<file path="src/rtl/motion_integrator.sv">
// motion_integrator: valid/ready stage that accumulates signed 26-bit motion
// deltas into a registered position using a padder26 adder instance.
// Optional feature macro: INTEG_SATURATE_EN. When defined, a signed overflow
// clamps the position to the most positive or most negative value instead of
// wrapping. out_ovf is set on overflow in both builds.
//
// Output FSM states:
//   state | meaning
//   EMPTY | no unconsumed result; out_valid=0
//   FULL  | out_pos/out_ovf/out_count hold a result waiting for out_ready

module padder26 (
    input  logic [25:0] A,
    input  logic [25:0] B,
    input  logic        Cin,
    output logic [25:0] S,
    output logic        Cout
);

    // Plain ripple-style add; synthesis picks the carry structure.
    assign {Cout, S} = {1'b0, A} + {1'b0, B} + {26'b0, Cin};

endmodule

module motion_integrator #(
    parameter int W     = 26,
    parameter int CNT_W = 16
) (
    input  logic             clk,
    input  logic             rst,
    input  logic             in_valid,
    output logic             in_ready,
    input  logic [W-1:0]     in_delta,
    input  logic             in_load,
    output logic             out_valid,
    input  logic             out_ready,
    output logic [W-1:0]     out_pos,
    output logic             out_ovf,
    output logic [CNT_W-1:0] out_count
);

    // The adder is hard-wired to 26 bits, so any other width cannot build.
    generate
        if (W != 26) begin : g_bad_width
            $error("motion_integrator: W must be 26 to match padder26");
        end
    endgenerate

    typedef enum logic {
        EMPTY = 1'b0,
        FULL  = 1'b1
    } state_t;

    state_t           state_q, state_d;
    logic [W-1:0]     pos_q, pos_d;
    logic             ovf_q, ovf_d;
    logic [CNT_W-1:0] cnt_q, cnt_d;

    logic             accept;
    logic [W-1:0]     add_sum;
    logic             add_cout_unused;
    logic             add_ovf;

    assign in_ready  = (state_q == EMPTY) | out_ready;
    assign accept    = in_valid & in_ready;

    assign out_valid = (state_q == FULL);
    assign out_pos   = pos_q;
    assign out_ovf   = ovf_q;
    assign out_count = cnt_q;

    padder26 u_add (
        .A    (pos_q),
        .B    (in_delta),
        .Cin  (1'b0),
        .S    (add_sum),
        .Cout (add_cout_unused)
    );

    // Signed overflow: operands agree in sign but the sum's sign differs.
    // The adder carry-out says nothing about signed overflow and is dropped.
    assign add_ovf = (pos_q[W-1] == in_delta[W-1]) & (add_sum[W-1] != pos_q[W-1]);

    // Output handshake FSM: next state.
    always_comb begin
        state_d = state_q;
        case (state_q)
            EMPTY: begin
                if (accept) state_d = FULL;
            end
            FULL: begin
                if (out_ready && !accept) state_d = EMPTY;
            end
            default: state_d = EMPTY;
        endcase
    end

    // Datapath next values: registers move only on an accepted beat.
    always_comb begin
        pos_d = pos_q;
        ovf_d = ovf_q;
        cnt_d = cnt_q;
        if (accept) begin
            if (in_load) begin
                pos_d = in_delta;
                ovf_d = 1'b0;
                cnt_d = '0;
            end else begin
                pos_d = add_sum;
`ifdef INTEG_SATURATE_EN
                if (add_ovf) begin
                    pos_d = pos_q[W-1] ? {1'b1, {(W-1){1'b0}}}
                                       : {1'b0, {(W-1){1'b1}}};
                end
`endif
                if (add_ovf) ovf_d = 1'b1;
                if (cnt_q != {CNT_W{1'b1}}) cnt_d = cnt_q + CNT_W'(1);
            end
        end
    end

    // State and datapath registers; reset wins over any beat in the same cycle.
    always_ff @(posedge clk) begin
        if (rst) begin
            state_q <= EMPTY;
            pos_q   <= '0;
            ovf_q   <= 1'b0;
            cnt_q   <= '0;
        end else begin
            state_q <= state_d;
            pos_q   <= pos_d;
            ovf_q   <= ovf_d;
            cnt_q   <= cnt_d;
        end
    end

endmodule

</file>
<file path="config.mk">
export PLATFORM = sky130hd
export DESIGN_NAME = motion_integrator
export DESIGN_NICKNAME = d
export VERILOG_FILES = /design/src/rtl/motion_integrator.sv
export SDC_FILE = /design/constraint.sdc
export NUM_CORES = 1
export LEC_CHECK = 0
export CORE_ASPECT_RATIO = 1.1
export CORE_MARGIN = 4
export CORE_UTILIZATION = 60
export CTS_CLUSTER_SIZE = 14
export DETAILED_ROUTE_END_ITERATION = 10
export DONT_BUFFER_PORTS = 1
export PLACE_DENSITY_LB_ADDON = 0.12
export SLEW_MARGIN = 20
export SYNTH_ARGS = -nofsm -noshare
export SYNTH_HDL_FRONTEND = slang
export SYNTH_SLANG_ARGS = --single-unit
export TNS_END_PERCENT = 50
</file>
<file path="constraint.sdc">
create_clock -name clk -period 4.33 [get_ports clk]
set_input_delay 0.433 -clock clk [delete_from_list [all_inputs] [get_ports clk]]
set_output_delay 0.433 -clock clk [all_outputs]
set_load 0.1 [all_outputs]
</file>
==> impl_results.html, run 1 <==
<table>
<tr><th>Metric</th><th>Value</th></tr>
<tr><th colspan="2">Synthesis</th></tr>
<tr><td>Portion of netlist area occupied by mux cells</td><td>~1.9%</td></tr>
<tr><td>Dominant combinational cell family by area after synthesis</td><td>compound AO/OA/AOI/OAI gates</td></tr>
<tr><td>Asr flop ratio synth</td><td>0%</td></tr>
<tr><td>Post-synthesis sequential area ratio</td><td>27.8%</td></tr>
<tr><td>Cells after synthesis</td><td>between 300 and 400</td></tr>
<tr><td>Post-synthesis compound-gate area fraction</td><td>28.1%</td></tr>
<tr><td>Post-synthesis cell type count</td><td>59</td></tr>
<tr><td>Syn_area_per_cell</td><td>roughly 8.1 um^2</td></tr>
<tr><td>Synthesized net count</td><td>448</td></tr>
<tr><td>Share of synthesized cell area in and, or, nand and nor gates</td><td>between 10% and 20%</td></tr>
<tr><td>Post-Synth Adder-Cell Area</td><td>10.9%</td></tr>
<tr><td>Yosys synthesis warning count</td><td>0</td></tr>
<tr><td>Number of register bits inferred by synthesis</td><td>44</td></tr>
<tr><td>Count of flip-flops with a built-in enable after synthesis</td><td>0</td></tr>
<tr><td>Netlist Area Pre-Place</td><td>about 3200 um^2</td></tr>
<tr><td>Primary flip-flop cell chosen by synthesis mapping</td><td>sky130_fd_sc_hd__dfxtp_1</td></tr>
<tr><td>Post-synthesis share of cell area spent on xor and xnor gates</td><td>8.56%</td></tr>
<tr><th colspan="2">STA</th></tr>
<tr><td>Final Hold Vio Count</td><td>0</td></tr>
<tr><td>Setup repair after global routing missed its margin</td><td>no</td></tr>
<tr><td>Sum Neg Setup Slack</td><td>0 ps</td></tr>
<tr><td>Final worst clock skew</td><td>between 4 and 5 ps</td></tr>
<tr><td>Setup-failing EPs final</td><td>0</td></tr>
<tr><td>Achievable frequency</td><td>0.327 GHz</td></tr>
<tr><td>Slew Limit Fails</td><td>0</td></tr>
<tr><td>Final worst path period share</td><td>70.6%</td></tr>
<tr><td>Worst Max-Slew Pin Slew</td><td>around 1100 ps</td></tr>
<tr><td>Relative max-transition margin</td><td>about 28%</td></tr>
<tr><td>Fin crit period</td><td>3060 ps</td></tr>
<tr><th colspan="2">Global route</th></tr>
<tr><td>GRT overflow</td><td>0</td></tr>
<tr><td>Vias in the first global route</td><td>2805</td></tr>
<tr><td>Total GRT Usage</td><td>23.2%</td></tr>
<tr><td>Maximum number of pins on one net before global-route repair</td><td>53</td></tr>
<tr><td>Global-route wire length before repair</td><td>12800 um</td></tr>
<tr><td>Initial antenna violation count</td><td>0</td></tr>
<tr><th colspan="2">Finish</th></tr>
<tr><td>Final nets</td><td>479</td></tr>
<tr><td>Commonest non-fill, non-tap cells in the layout</td><td>44 x sky130_fd_sc_hd__dfxtp_1, 43 x sky130_fd_sc_hd__nand2_1, 43 x sky130_fd_sc_hd__buf_4</td></tr>
<tr><td>Most common cell after layout, fill and taps aside</td><td>sky130_fd_sc_hd__dfxtp_1</td></tr>
<tr><td>Final antenna diode count</td><td>0</td></tr>
<tr><td>Syn-to-layout area delta</td><td>13.8%</td></tr>
<tr><td>Number of fill cells in the layout</td><td>439</td></tr>
<tr><td>Post-Route Utilization</td><td>71.2%</td></tr>
<tr><td>Fraction of layout instances using a drive strength above 1</td><td>approximately 16%</td></tr>
<tr><th colspan="2">Clock network</th></tr>
<tr><td>Post-CTS Resized</td><td>0</td></tr>
<tr><td>Clock Path Buffers</td><td>2</td></tr>
<tr><td># Post-CTS Setup Buffers</td><td>0</td></tr>
<tr><td>CTS tree</td><td>yes</td></tr>
<tr><td>CTS root buf</td><td>sky130_fd_sc_hd__clkbuf_8</td></tr>
<tr><td>Sink Count</td><td>44</td></tr>
<tr><td>Quantity of hold-fixing buffers added after cts</td><td>0</td></tr>
<tr><td>Clk slew on worst S/H paths</td><td>90 ps</td></tr>
<tr><td>Worst-Skew Late Latency</td><td>300 ps</td></tr>
<tr><td>Total CTS buffers</td><td>5</td></tr>
<tr><td>H-tree Lvls</td><td>2</td></tr>
<tr><th colspan="2">Hold path</th></tr>
<tr><td>Min-delay worst type</td><td>input pin to register</td></tr>
<tr><td>End of the worst hold path</td><td>out_valid</td></tr>
<tr><td>Start point of the worst hold path</td><td>rst</td></tr>
<tr><td>Number of cells on the worst hold path</td><td>1</td></tr>
<tr><th colspan="2">Drt</th></tr>
<tr><td>Residual antenna-violating net count after detailed routing</td><td>0</td></tr>
<tr><td>DRC violation count after routing</td><td>0</td></tr>
<tr><td>Number of optimization iterations in the first detailed-route pass</td><td>5</td></tr>
<tr><td>1st-iter DRT viols</td><td>125</td></tr>
<tr><td>Vias per std cell</td><td>a little under 6</td></tr>
<tr><td>Post-DR wirelength/cell</td><td>about 15 um</td></tr>
<tr><td>Aggregate routed wire length</td><td>7320 um</td></tr>
<tr><td>Routed vias</td><td>2856</td></tr>
<tr><th colspan="2">Floorplan</th></tr>
<tr><td>Die height</td><td>84.2 um</td></tr>
<tr><td>Die Area</td><td>6510 um^2</td></tr>
<tr><td>Horizontal extent of the die</td><td>77.3 um</td></tr>
<tr><td>Core Footprint</td><td>5070 um^2</td></tr>
<tr><td>Count of boundary I/O pins</td><td>76</td></tr>
<tr><td>Total number of placement rows</td><td>27</td></tr>
<tr><td>Effective utilization at floorplan</td><td>62.6%</td></tr>
<tr><th colspan="2">Critical path</th></tr>
<tr><td>Critical Path RT</td><td>around 4500 ps</td></tr>
<tr><td>Minimum setup slack among reg-to-reg paths</td><td>about 1300 ps</td></tr>
<tr><td>CP max FO</td><td>4</td></tr>
<tr><td>Worst EP arrival</td><td>~3300 ps</td></tr>
<tr><td>Crit Reg-Reg Startpoint</td><td>out_pos[0]</td></tr>
<tr><td>Type of element launching the critical path</td><td>register</td></tr>
<tr><td>End of the worst register-to-register path</td><td>out_pos[18]</td></tr>
<tr><td>Crit path capture type</td><td>register</td></tr>
<tr><td>Worst Path Class, Setup</td><td>register to register</td></tr>
<tr><td>Path depth of the worst reg2reg path</td><td>12</td></tr>
<tr><th colspan="2">Placed design</th></tr>
<tr><td>Count of input and output buffers</td><td>0</td></tr>
<tr><td>Detailed Place HPWL</td><td>5440 um</td></tr>
<tr><td>Placer's final routability congestion estimate</td><td>0.859</td></tr>
<tr><th colspan="2">Flow run</th></tr>
<tr><td>Number of max-cap violations</td><td>0</td></tr>
<tr><th colspan="2">Power</th></tr>
<tr><td>Worst-case vdd ir drop</td><td>0.288 mV</td></tr>
<tr><td>Total power per unit cell area</td><td>360 nW/um^2</td></tr>
<tr><td>Leakage power figure</td><td>1.59 nW</td></tr>
<tr><th colspan="2">Run status</th></tr>
<tr><td>Result of the run</td><td>completed</td></tr>
</table>
-- worst max-delay path, cell delays in order (launching register included) --
cell and delay, ps:
sky130_fd_sc_hd__dfxtp_1 310, sky130_fd_sc_hd__buf_4 230, sky130_fd_sc_hd__ha_1 260, sky130_fd_sc_hd__fa_1 410, sky130_fd_sc_hd__a21o_1 180, sky130_fd_sc_hd__nand4_1 130, sky130_fd_sc_hd__a21boi_2 90, sky130_fd_sc_hd__a221oi_2 330
sky130_fd_sc_hd__o21a_1 330, sky130_fd_sc_hd__o21bai_1 150, sky130_fd_sc_hd__a31oi_1 230, sky130_fd_sc_hd__mux2i_1 210, sky130_fd_sc_hd__a21oi_1 80
-- registers in the layout, indices dropped and copies added, names as in the netlist --
name and flops:
out_count 16, out_ovf 1, out_pos 26, out_valid 1
-- through the flow --
stage | hold WS [ps] | instance area, um^2 | total power [mW] | instances | worst slack [ps]
after floorplan | 562 | 3170 | 0.899 | 390 | 1060
after global placement | 505 | 3490 | 0.969 | 472 | 1360
after detailed placement | 506 | 3490 | 0.976 | 472 | 1330
after CTS | 175 | 3610 | 1.31 | 480 | 1280
after global routing | 170 | 3610 | 1.38 | 480 | 1050
final | 192 | 3610 | 1.30 | 480 | 1270
-- layer usage --
| layer | GRT usage, % | routed length (um) | vias up |
|---|---|---|---|
| li1 | - | - | 1489 |
| met1 | 27.7 | 3120 | 1301 |
| met2 | 41.4 | 3640 | 62 |
| met3 | 6.44 | 517 | 4 |
| met4 | 4.69 | 40 | 0 |
| met5 | 0 | 0 | - |
-- logic make-up after synthesis --
family / count (synthesis)
DFF: 44
and+or+nand+nor: 134
AOI/OAI and AO/OA: 121
muxes: 6
buffers and inverters: 27
xor gates and xnor gates: 31
adders and majority gates: 27
-- power breakdown --
group | internal, mW | total, mW | leakage, nW | switching [mW]
Clock | 0.174 | 0.330 | 0.0548 | 0.156
Combinational | 0.162 | 0.518 | 1.17 | 0.355
Sequential | 0.428 | 0.450 | 0.361 | 0.0218
Total | 0.765 | 1.30 | 1.59 | 0.533
-- cells in the mapped netlist (all sizes together) (10+ instances only) --
library cell  instances  area share [%]
nor2                 42             5.1
a21oi                29             4.6
xor2                 18             5.0
dfxtp                44              28
nand3                12             1.9
clkbuf               17             2.1
ha                   26              10
nor3                 10             1.6
o21ai                29             4.6
o211ai               10             2.4
nand2                43             5.1
xnor2                13             3.6
-- worst max path at each step --
stage               start       endpoint  slack, ps  cells past startpoint
4_1_cts        out_pos[0]    out_pos[18]       1280                     12
2_1_floorplan   out_valid  out_count[12]       1060                      9
6_report       out_pos[0]    out_pos[18]       1270                     12
5_1_grt        out_pos[0]    out_pos[18]       1050                     12
3_3_place_gp   out_pos[0]    out_pos[24]       1360                     12
3_5_place_dp   out_pos[0]    out_pos[18]       1330                     12
-- cell type report --
class | instances | area (um^2) | area share [%]
Inverter | 8 | 30.0 | 0.832
Multi-Input combinational cell | 319 | 2190 | 60.6
Clock buffer | 5 | 68.8 | 1.91
Tap cell | 58 | 72.6 | 2.01
Sequential cell | 44 | 881 | 24.4
Timing Repair Buffer | 43 | 323 | 8.95
Clock inverter | 3 | 46.3 | 1.28
No activity file was read; power rests on OpenSTA's default activity.
==> run 2: changes to the inputs <==
--- a/config.mk
+++ b/config.mk
@@ -7,7 +7,7 @@
 export LEC_CHECK = 0
 export CORE_ASPECT_RATIO = 1.1
 export CORE_MARGIN = 4
-export CORE_UTILIZATION = 60
+export CORE_UTILIZATION = 58
 export CTS_CLUSTER_SIZE = 14
 export DETAILED_ROUTE_END_ITERATION = 10
 export DONT_BUFFER_PORTS = 1
==> constraint.sdc (replaced) <==
create_clock -name clk -period 2.5 [get_ports clk]
set_input_delay 0.25 -clock clk [delete_from_list [all_inputs] [get_ports clk]]
set_output_delay 0.25 -clock clk [all_outputs]
set_load 0.1 [all_outputs]
==> impl_results.html, run 2 (synthesis results as in run 1) <==
<table>
<tr><th>Metric</th><th>Value</th></tr>
<tr><th colspan="2">Run status</th></tr>
<tr><td>Result of the run</td><td>completed</td></tr>
<tr><th colspan="2">STA</th></tr>
<tr><td>Minimum setup slack in the final design</td><td>6.10 ps</td></tr>
<tr><td>Final Hold Vio Count</td><td>0</td></tr>
<tr><td>Setup repair after global routing missed its margin</td><td>yes</td></tr>
<tr><td>Final worst path period share</td><td>99.8%</td></tr>
<tr><td>Fin crit period</td><td>roughly 2500 ps</td></tr>
<tr><td>Sum Neg Setup Slack</td><td>0 ps</td></tr>
<tr><td>Achievable frequency</td><td>0.401 GHz</td></tr>
<tr><td>Final worst clock skew</td><td>14.5 ps</td></tr>
<tr><td>Worst Max-Slew Pin Slew</td><td>~1000 ps</td></tr>
<tr><td>Relative max-transition margin</td><td>a little under a third</td></tr>
<tr><td>Setup-failing EPs final</td><td>0</td></tr>
<tr><td>Slew Limit Fails</td><td>0</td></tr>
<tr><td>Worst hold margin</td><td>~16 ps</td></tr>
<tr><th colspan="2">Floorplan</th></tr>
<tr><td>Effective utilization at floorplan</td><td>61.7%</td></tr>
<tr><td>Die Area</td><td>6710 um^2</td></tr>
<tr><td>Count of boundary I/O pins</td><td>between 70 and 80</td></tr>
<tr><td>Total number of placement rows</td><td>27</td></tr>
<tr><td>Die height</td><td>85.5 um</td></tr>
<tr><td>Core Footprint</td><td>slightly above 5000 um^2</td></tr>
<tr><td>Horizontal extent of the die</td><td>approximately 80 um</td></tr>
<tr><th colspan="2">Power</th></tr>
<tr><td>Total power per unit cell area</td><td>between 500 and 600 nW/um^2</td></tr>
<tr><td>Leakage power figure</td><td>1.74 nW</td></tr>
<tr><td>Post-route total power</td><td>2.29 mW</td></tr>
<tr><td>Worst-case vdd ir drop</td><td>approximately 0.36 mV</td></tr>
<tr><th colspan="2">Global route</th></tr>
<tr><td>Vias in the first global route</td><td>slightly above 3000</td></tr>
<tr><td>GRT overflow</td><td>0</td></tr>
<tr><td>Total GRT Usage</td><td>26.0%</td></tr>
<tr><td>Global-route wire length before repair</td><td>14200 um</td></tr>
<tr><td>Maximum number of pins on one net before global-route repair</td><td>53</td></tr>
<tr><td>Initial antenna violation count</td><td>0</td></tr>
<tr><th colspan="2">Finish</th></tr>
<tr><td>Final instance area</td><td>4090 um^2</td></tr>
<tr><td>Post-Route Utilization</td><td>79.7%</td></tr>
<tr><td>Commonest non-fill, non-tap cells in the layout</td><td>67 x sky130_fd_sc_hd__buf_4, 43 x sky130_fd_sc_hd__nand2_1, 41 x sky130_fd_sc_hd__nor2_1</td></tr>
<tr><td>Final antenna diode count</td><td>0</td></tr>
<tr><td>Most common cell after layout, fill and taps aside</td><td>sky130_fd_sc_hd__buf_4</td></tr>
<tr><td>Final nets</td><td>505</td></tr>
<tr><td>Syn-to-layout area delta</td><td>29.0%</td></tr>
<tr><td>Cell Count, Final, Fillers Out</td><td>519</td></tr>
<tr><td>Flip-flop count of the largest register after layout</td><td>26</td></tr>
<tr><td>Fraction of layout instances using a drive strength above 1</td><td>32.9%</td></tr>
<tr><th colspan="2">Placed design</th></tr>
<tr><td>Placed cell count</td><td>roughly 500</td></tr>
<tr><td>Post-Place Setup Slack</td><td>-30.9 ps</td></tr>
<tr><td>Area post-placement</td><td>about 3800 um^2</td></tr>
<tr><td>Detailed Place HPWL</td><td>6310 um</td></tr>
<tr><td>Count of input and output buffers</td><td>0</td></tr>
<tr><td>Placer's final routability congestion estimate</td><td>roughly 0.9</td></tr>
<tr><th colspan="2">Critical path</th></tr>
<tr><td>CP max FO</td><td>4</td></tr>
<tr><td>Slowest-stage cell, CP</td><td>sky130_fd_sc_hd__o41ai_4</td></tr>
<tr><td>Worst EP arrival</td><td>2680 ps</td></tr>
<tr><td>Most frequent cell on the critical path</td><td>sky130_fd_sc_hd__a211oi_2</td></tr>
<tr><td>Critical Path RT</td><td>2690 ps</td></tr>
<tr><td>Ordered list of cells on the worst path</td><td>ha_4 -&gt; a211oi_2 -&gt; nor2_2 -&gt; o22ai_4 -&gt; o31ai_4 -&gt; a211oi_4 -&gt; o41ai_4 -&gt; mux2_4 -&gt; a21oi_4 -&gt; a211oi_2</td></tr>
<tr><td>Crit path capture type</td><td>register</td></tr>
<tr><td>Delay of the slowest cell on the worst path</td><td>430 ps</td></tr>
<tr><td>Worst Path Class, Setup</td><td>register to register</td></tr>
<tr><td>Type of element launching the critical path</td><td>register</td></tr>
<tr><th colspan="2">Drt</th></tr>
<tr><td>Number of optimization iterations in the first detailed-route pass</td><td>4</td></tr>
<tr><td>Vias per std cell</td><td>6.02</td></tr>
<tr><td>Aggregate routed wire length</td><td>8720 um</td></tr>
<tr><td>Residual antenna-violating net count after detailed routing</td><td>0</td></tr>
<tr><td>DRC violation count after routing</td><td>0</td></tr>
<tr><td>Routed vias</td><td>3124</td></tr>
<tr><td>1st-iter DRT viols</td><td>119</td></tr>
<tr><td>Post-DR wirelength/cell</td><td>16.8 um</td></tr>
<tr><th colspan="2">Clock network</th></tr>
<tr><td>Clock Path Buffers</td><td>2</td></tr>
<tr><td>CTS root buf</td><td>sky130_fd_sc_hd__clkbuf_8</td></tr>
<tr><td>H-tree Lvls</td><td>2</td></tr>
<tr><td>Clk slew on worst S/H paths</td><td>90 ps</td></tr>
<tr><td>Total CTS buffers</td><td>5</td></tr>
<tr><td>CTS tree</td><td>yes</td></tr>
<tr><td>Worst-Skew Late Latency</td><td>300 ps</td></tr>
<tr><td>Sink Count</td><td>44</td></tr>
<tr><th colspan="2">Hold path</th></tr>
<tr><td>Min-delay worst type</td><td>input pin to register</td></tr>
<tr><th colspan="2">Flow run</th></tr>
<tr><td>Number of max-cap violations</td><td>0</td></tr>
</table>
[run 2: what timing repair did]
action	CTS	global route
hold buffers	1	1
buffers inserted	1	6
pin swaps	3	8
endpoints found under the hold margin	6	3
endpoints found under the setup margin	4	12
resized for setup	1	14
[run 2: final cells by class]
class                   count  area, um^2
clock inverters             2        11.3
inverters                   8        30.0
repair buffers             69         523
well taps                  72        90.1
flip-flops and latches     44         960
multi-input cells         319        2410
clock buffers               5        68.8
fillers                   365        1040
[run 2: worst paths after layout]
check / from / depth (start not counted) / slack [ps] / endpoint
setup / recovery: out_pos[1] / 10 / 6 / out_pos[25]
hold / removal: rst / 1 / 20 / out_pos[3]
setup reg to reg: out_pos[1] / 10 / 6 / out_pos[25]
hold reg to reg: out_valid / 2 / 510 / out_valid
[run 2: power breakdown]
group	total, mW	leakage, nW	switching (mW)	internal [mW]
Clock	0.447	0.0443	0.256	0.191
Combinational	1.06	1.32	0.678	0.378
Sequential	0.783	0.377	0.0382	0.745
Total	2.29	1.74	0.973	1.31
[run 2: routing by layer]
| metal | global-route usage (%) | wire (um) | share of wire (%) | vias up |
|---|---|---|---|---|
| li1 | - | - | - | 1533 |
| met1 | 28.6 | 3410 | 39 | 1482 |
| met2 | 47.8 | 4530 | 52 | 89 |
| met3 | 5.88 | 554 | 6.4 | 20 |
| met4 | 11.0 | 223 | 2.6 | 0 |
| met5 | 0 | 0 | 0 | - |
[run 2: critical path, delay by kind of cell, from the launching register on]
kind | cells | cell delay [ps]
compound gates | 7 | 1190
fa+ha+maj | 1 | 270
flops | 1 | 380
mux | 1 | 350
simple gates | 1 | 180
